===== src/rtl/mod_74x161_chain_pkg.sv =====
// Shared definitions for the 74x161 counter bank.
// Optional feature switch: MOD_74X161_DIR_EN
//   undefined (default) : up-only counting, RCO decodes all ones per stage
//   defined             : UP port added; UP=0 counts down and RCO decodes all zeros
package mod_74x161_chain_pkg;

    // Width of one counter stage.
    localparam int CHIP_W    = 4;
    // Largest supported number of cascaded stages.
    localparam int MAX_CHIPS = 8;

    localparam logic [0:CHIP_W-1] NIB_ONES = '1;
    localparam logic [0:CHIP_W-1] NIB_ZERO = '0;

    // Terminal-count decode of one stage: all ones when counting up,
    // all zeros when counting down.
    function automatic logic nib_terminal(input logic [0:CHIP_W-1] q,
                                          input logic              up);
        return up ? (q == NIB_ONES) : (q == NIB_ZERO);
    endfunction

endpackage


===== src/rtl/mod_74x161_4.sv =====
// One 4-bit synchronous counter stage (74x161 style).
// Async active-high clear, sync active-low load, ENP/ENT count enables.
// Optional feature switch: MOD_74X161_DIR_EN (adds UP direction input).
// Bit 0 of D/Q is the MSB.
module mod_74x161_4
    import mod_74x161_chain_pkg::*;
(
    input  logic              CLK,
    input  logic              CLR,
    input  logic              LOAD_N,
    input  logic              ENP,
    input  logic              ENT,
    input  logic [0:CHIP_W-1] D,
    output logic [0:CHIP_W-1] Q,
    output logic              RCO
`ifdef MOD_74X161_DIR_EN
    ,
    input  logic              UP
`endif
);

    logic              dir_up;
    logic              count_en;
    logic [0:CHIP_W-1] q_r;
    logic [0:CHIP_W-1] q_step;

`ifdef MOD_74X161_DIR_EN
    assign dir_up = UP;
`else
    assign dir_up = 1'b1;
`endif

    // A stage advances only when both enables are high; ENT carries the
    // ripple from the lower stages so a cascade behaves as one wide counter.
    assign count_en = ENP & ENT;

    // Next count value in the selected direction, wrapping within the nibble.
    always_comb begin
        q_step = q_r;
        if (dir_up)
            q_step = q_r + 4'd1;
        else
            q_step = q_r - 4'd1;
    end

    // State register: clear beats load, load beats count, otherwise hold.
    always_ff @(posedge CLK or posedge CLR) begin
        if (CLR)
            q_r <= NIB_ZERO;
        else if (!LOAD_N)
            q_r <= D;
        else if (count_en)
            q_r <= q_step;
    end

    assign Q = q_r;

    // Ripple carry is purely combinational from ENT and Q; ENP and LOAD_N
    // deliberately do not gate it.
    assign RCO = ENT & nib_terminal(q_r, dir_up);

endmodule


===== src/rtl/mod_74x161_chain.sv =====
// Cascade of CHIPS 74x161-style stages forming one 4*CHIPS-bit counter.
// Each stage's RCO drives the next stage's ENT; top RCO is the last stage's.
// Optional feature switch: MOD_74X161_DIR_EN (adds UP direction input).
// Bit 0 of D/Q is the MSB; stage 0 is the least-significant nibble.
module mod_74x161_chain
    import mod_74x161_chain_pkg::*;
#(
    parameter int CHIPS = 2
) (
    input  logic                      CLK,
    input  logic                      CLR,
    input  logic                      LOAD_N,
    input  logic                      ENP,
    input  logic                      ENT,
    input  logic [0:CHIP_W*CHIPS-1]   D,
    output logic [0:CHIP_W*CHIPS-1]   Q,
    output logic                      RCO
`ifdef MOD_74X161_DIR_EN
    ,
    input  logic                      UP
`endif
);

    localparam int N = CHIP_W * CHIPS;

    // ent_chain[k] is ENT of stage k; ent_chain[k+1] is RCO of stage k.
    logic [0:CHIPS] ent_chain;

    assign ent_chain[0] = ENT;

    for (genvar k = 0; k < CHIPS; k++) begin : g_stage
        // Stage k occupies Q[N-4k-4 : N-4k-1] (MSB-first numbering).
        localparam int BASE = N - CHIP_W*k - CHIP_W;

        mod_74x161_4 u_stage (
            .CLK    (CLK),
            .CLR    (CLR),
            .LOAD_N (LOAD_N),
            .ENP    (ENP),
            .ENT    (ent_chain[k]),
            .D      (D[BASE +: CHIP_W]),
            .Q      (Q[BASE +: CHIP_W]),
            .RCO    (ent_chain[k+1])
`ifdef MOD_74X161_DIR_EN
            ,
            .UP     (UP)
`endif
        );
    end

    assign RCO = ent_chain[CHIPS];

endmodule


===== config.mk =====
export PLATFORM = sky130hd
export DESIGN_NAME = mod_74x161_chain
export DESIGN_NICKNAME = d
export VERILOG_FILES = /design/src/rtl/mod_74x161_chain_pkg.sv /design/src/rtl/mod_74x161_4.sv /design/src/rtl/mod_74x161_chain.sv
export SDC_FILE = /design/constraint.sdc
export NUM_CORES = 1
export LEC_CHECK = 0
export CAP_MARGIN = 40
export CORE_AREA = 5 5 42 44
export CTS_CLUSTER_DIAMETER = 100
export DETAILED_ROUTE_END_ITERATION = 6
export DIE_AREA = 0 0 47 49
export PLACE_DENSITY = 0.78
export SYNTH_ARGS = -nofsm -noshare
export SYNTH_HDL_FRONTEND = slang
export SYNTH_SLANG_ARGS = --single-unit

===== constraint.sdc =====
create_clock -name CLK -period 3.1 [get_ports CLK]
set_clock_uncertainty 0.15 [all_clocks]
set_input_delay 0.62 -clock CLK [delete_from_list [all_inputs] [get_ports CLK]]
set_output_delay 0.62 -clock CLK [all_outputs]
set_load 0.03 [all_outputs]

# [Yosys cells after proc, flatten, opt, wreduce, memory -nomap -nowiden]
# Cells that the tools add are included.
[totals] romBits=0 out_inout_bits=9 latch_bits=0 inputBits=13 mem_count=0 wordCells=16 mem_bits_rw=0 ff_bits=8
[op_classes] reduce_logical=0 muxes=4 addsub=2 shifts=0 div=0 n_lt_le_gt_ge=0 mul=0 eq_ne=4 n_bitwise=4
[ops] cell="$mux W4" count=4
[ops] cell="$add A4 B1 Y4 const B" count=2
[ops] cell="$eq A4 B4 Y1 const B" count=2
[ops] cell="$and A1 B1 Y1" count=4
[ops] cell="$ne A2 B1 Y1 const B" count=2

# [Depth between registers and ports, before layout]
[depth] ltp_word=5 depth_mapped=4

# [Modules after synthesis]
# Synthesis repeated with hierarchy kept, for this count alone.
[hier_totals] cells_unflattened=48 area_unflattened_um2=442.9
[modules_own_cells] mod="mod_74x161_4" cells_per_inst=24 area_each_um2=221.5 n_inst=2 seq_area_each_um2=100.1

# [Least setup slack after synthesis]
# Ideal clock, no wire load.
[synth_path] path_kind="flip-flop to output port" startpoint="register g_stage[0].u_stage.q_r (netlist bit g_stage[0].u_stage.Q[3])" endpoint="output RCO" path_slack_ns=0.691 arrival_time_ns=1.639 path_stages_with_launch=4 cell_sequence="dfrtp_1 ha_1 nand3_4 nor3_1"
[synth_via] elab_chain_cells=3
[synth_rtl] element="start, declared" line_no="mod_74x161_4.sv:24" rtl="logic [0:CHIP_W-1] q_r;"
[synth_rtl] element="start signal, assigned" line_no="mod_74x161_4.sv:53" rtl="q_r <= q_step;"
[synth_rtl] element="$eq A4 B4 Y1" line_no="mod_74x161_chain_pkg.sv:19" rtl="return up ? (q == NIB_ONES) : (q == NIB_ZERO);"
[synth_rtl] element="$and A1 B1 Y1 (2 in a row)" line_no="mod_74x161_4.sv:60" rtl="assign RCO = ENT & nib_terminal(q_r, dir_up);"
[synth_rtl] element="end, declared" line_no="mod_74x161_chain.sv:17" rtl="output logic RCO"
# Every way passes these cells.

# [Worst setup path after layout]
[layout_path] startpoint="input ENT" endpoint="output RCO"
[layout_via] elab_chain_cells=2
[layout_rtl] element="start, declared" line_no="mod_74x161_chain.sv:14" rtl="input logic ENT,"
[layout_rtl] element="$and A1 B1 Y1 (2 in a row)" line_no="mod_74x161_4.sv:60"
# Every way passes these cells.

==> results summary <==
The flow ran to the end, and the final reports show no timing, DRC or antenna violations. The synthesized area per cell came out at 8.83 sq um. From synthesis to final layout, the design area changed by 53.7%. The count of flip-flops with a built-in enable after synthesis is 0. Detailed routing placed a total of 100 um of wire on met3. The hold buffer count at CTS is 0. The number of antenna diodes in the final layout is 0.

The number of setup violations in the final report came out at 0. After detailed routing, the average wire length per cell comes to approximately 12 um. The number of DRC violations after detailed-routing iteration 0 came out at 3.

The cell area after layout came out at approximately 700 sq um. After detailed routing, the wire length on met1 is approximately 460 um. Yosys mapped the design onto 20 distinct sky130hd cell types. For this run, the number of Yosys warnings is 0. The switching component of the power is 0.106 mW. Sequential elements use about 43% of the synthesized area. The post-detailed-placement half-perimeter wirelength came out at 808 um. The share of flip-flops with an asynchronous set or reset is between 90% and 100%.

The instance area after placement is about 700 sq um. The via count of the first global-routing pass is about 400. The number of cells upsized or downsized after cts came out at 0. The final wirelength is around 1.1 mm. The post-route netlist has slightly above 9% of its cells at a drive strength greater than 1. The initial antenna violation count is 0. In this run the clock root is driven by a clkbuf_4.

The routed length on met2 is approximately 480 um. The die area is roughly 2300 sq um. The post-CTS setup buffer count came out at 0. The largest net degree at the start of global routing came out at 17.

The maximum number of buffers from clock root to sink is 2. The count of endpoints failing hold in the final timing report came out at 0. The clock group share of total power is around a quarter.

The post-route minimum period came out at between 2000 and 3000 ps. Measured along the x axis, the die boundary spans 47 um. The number of max-cap violations came out at 0. The arrival time reported for the critical path endpoint came out at 2160 ps.

The synthesized netlist net count is 68. The floorplan die height is between 40 and 50 um. The share of the clock period used by the worst path after layout came out at a little over nine tenths. The number of buffers inserted by port buffering is 21. CTS built an H-tree with a depth of 1. The worst-case setup margin in the final layout is approximately 170 ps. The highest ir drop seen on vdd is 0.201 mV. The weighted congestion at the end of routability-driven global placement came out at about 0.75. The cell row count came out at 14. STA classifies the critical path endpoint as an output port. The final cell count without fillers is slightly above 90.

Combinational logic is responsible for 32.6% of the overall power. The highest layer touched by signal routing is met4. The clock-pin transition on the worst setup and hold timing paths came out at about 60 ps. The first-pass detailed-route iteration total is 3. The number of max-slew violations in the final report came out at 0. The analysis attributes to cell leakage a power of around 0.29 nW.

Among all flip-flop cells after synthesis, the most frequent one is dfrtp_1. Power spread over the standard cell area amounts to ~440 nW/um^2. The fill cell instance count of the final layout came out at ~140.

For the worst setup path, the data required time is 2330 ps. The tightest min-delay check is of the reg2reg type. The cell type with the largest total area after synthesis is dfrtp_1. In this run the worst path has a maximum fanout of 4. For the pin with the worst max-slew slack, the measured transition is ~320 ps. Synthesis handed over a netlist of 53 instances.

The via count of the routed design is roughly 470. The share of Yosys cell area claimed by the top area cell type is a little over two fifths. The clock latency on the worst-skew pair came out at approximately 260 ps. Setup repair after global routing left no endpoint under its margin. STA classifies the critical path startpoint as an input port.

The upper clock frequency limit is 0.341 GHz. Prior to clock tree synthesis, the placed netlist has a worst setup slack of about 160 ps. The area of the mapped netlist came out at 468 sq um. The total clock sinks came out at 8.

The area used by sequential logic in the layout is ~200 sq um. The setup TNS is 0 ps. The residual overflow from global routing is 0. The total of flip-flops plus latches after synthesis came out at 8.

The first global-routing pass estimated 1.69 mm of wire. The net count reported at finish is 93. The starting utilization of the core area came out at 33.4%. The commonest cells after synthesis are 8 x dfrtp_1, 7 x nor2_1, 5 x nand3_1, 4 x a31oi_1, 4 x nand2_1. In this run the tightest slew margin relative to its limit is 78.6%.

The number of flip-flops in the largest register is 8. Once detail routing completed, the nets flagged for antenna violations numbered 0. Of the total power, the share spent switching nets is 33.6%.

The part of the total power dissipated in sequential elements is between 40% and 50%. After synthesis, the cell types taking the most area are dfrtp_1 43%, nor2_1 5.6%, a31oi_1 5.3%. The post-detailed-route DRC marker count is 0. In this run the count of I/O pins placed on the die edge is 22.

After detailed placement, the design holds a cell count of roughly 90. TritonCTS built the clock tree. The total clock buffers created by CTS came out at 3. The internal power is between 0.2 and 0.25 mW. In the routed layout, each cell is associated on average with a via count of 5.07. The combined global-route utilization of all metal layers is 10.1%. The core area is roughly 1400 sq um. The footprint of the multi-input gates came out at roughly 250 sq um.

The worst setup path is of the in2out kind. dfrtp_1 is the most common cell in the netlist.
-- critical path: stages --
cell,delay [ps]
clkdlybuf4s50_1,520
nand2_1,100
nor3_1,210
clkdlybuf4s50_1,710
-- cells by family (layout without fill, tap and decap cells) --
logic type | count (synthesis) | in the layout | share of synthesized area, %
simple gates | 23 | 23 | 26.7
compound gates | 12 | 12 | 15.0
flops | 8 | 8 | 42.8
buf+inv | 5 | 28 | 4.28
fa+ha+maj | 2 | 2 | 5.35
xor+xnor | 2 | 2 | 3.74
mux | 1 | 1 | 2.14
-- through the flow --
step	util, %	power, mW	hold WS [ps]
final	51.3	0.316	437
after global routing	51.3	0.335	465
after CTS	51.3	0.319	442
after detailed placement	49.7	0.235	432
after global placement	49.7	0.233	421
after floorplan	-	0.187	286
-- placed cells by master (no fill, tap or decap), drive strengths merged --
cell type and count:
buf 1, xor2 2, dfrtp 8, o21ai 3
mux2i 1, clkbuf 3, nand2 4, a31oi 4
o31ai 1, or4 2, or3 3, clkdlybuf4s50 21
o211ai 1, nor2 7, inv 3, nor3 1
a21oi 3, nand3 6, ha 2
-- final cells by class --
class | instances | area share (%)
tap | 16 | 2.78
multi-input combinational | 40 | 34.4
sequential | 8 | 27.8
timing repair buffer | 22 | 30.3
inverter | 3 | 1.57
clock buffer | 3 | 3.13
-- worst paths after layout --
check | start | endpoint | slack (ps) | cells past startpoint
hold / removal | g_stage[1].u_stage.Q[1] | g_stage[1].u_stage.Q[1] | 440 | 2
min in group asynchronous | CLR | g_stage[0].u_stage.Q[2] | 450 | 2
setup / recovery | ENT | RCO | 170 | 4
setup reg to reg | g_stage[0].u_stage.Q[3] | g_stage[1].u_stage.Q[0] | 1460 | 4
max in group asynchronous | CLR | g_stage[1].u_stage.Q[2] | 2100 | 2
hold reg to reg | g_stage[1].u_stage.Q[1] | g_stage[1].u_stage.Q[1] | 440 | 2
-- metal layers --
layer / GRT usage (%) / vias to the layer above
li1: - / 240
met4: 6.91 / 0
met3: 2.95 / 4
met2: 14.0 / 17
met5: 0 / -
met1: 12.9 / 205
-- power groups by stage --
stage / Clock [mW] / Combinational (mW) / Sequential (mW)
final: 0.0833 / 0.103 / 0.129
after detailed placement: 0 / 0.104 / 0.131
after global placement: 0 / 0.103 / 0.131
after global routing: 0.0915 / 0.112 / 0.131
after CTS: 0.0850 / 0.105 / 0.130
after floorplan: 0 / 0.0353 / 0.152
Power figures use the tool's default switching activity.
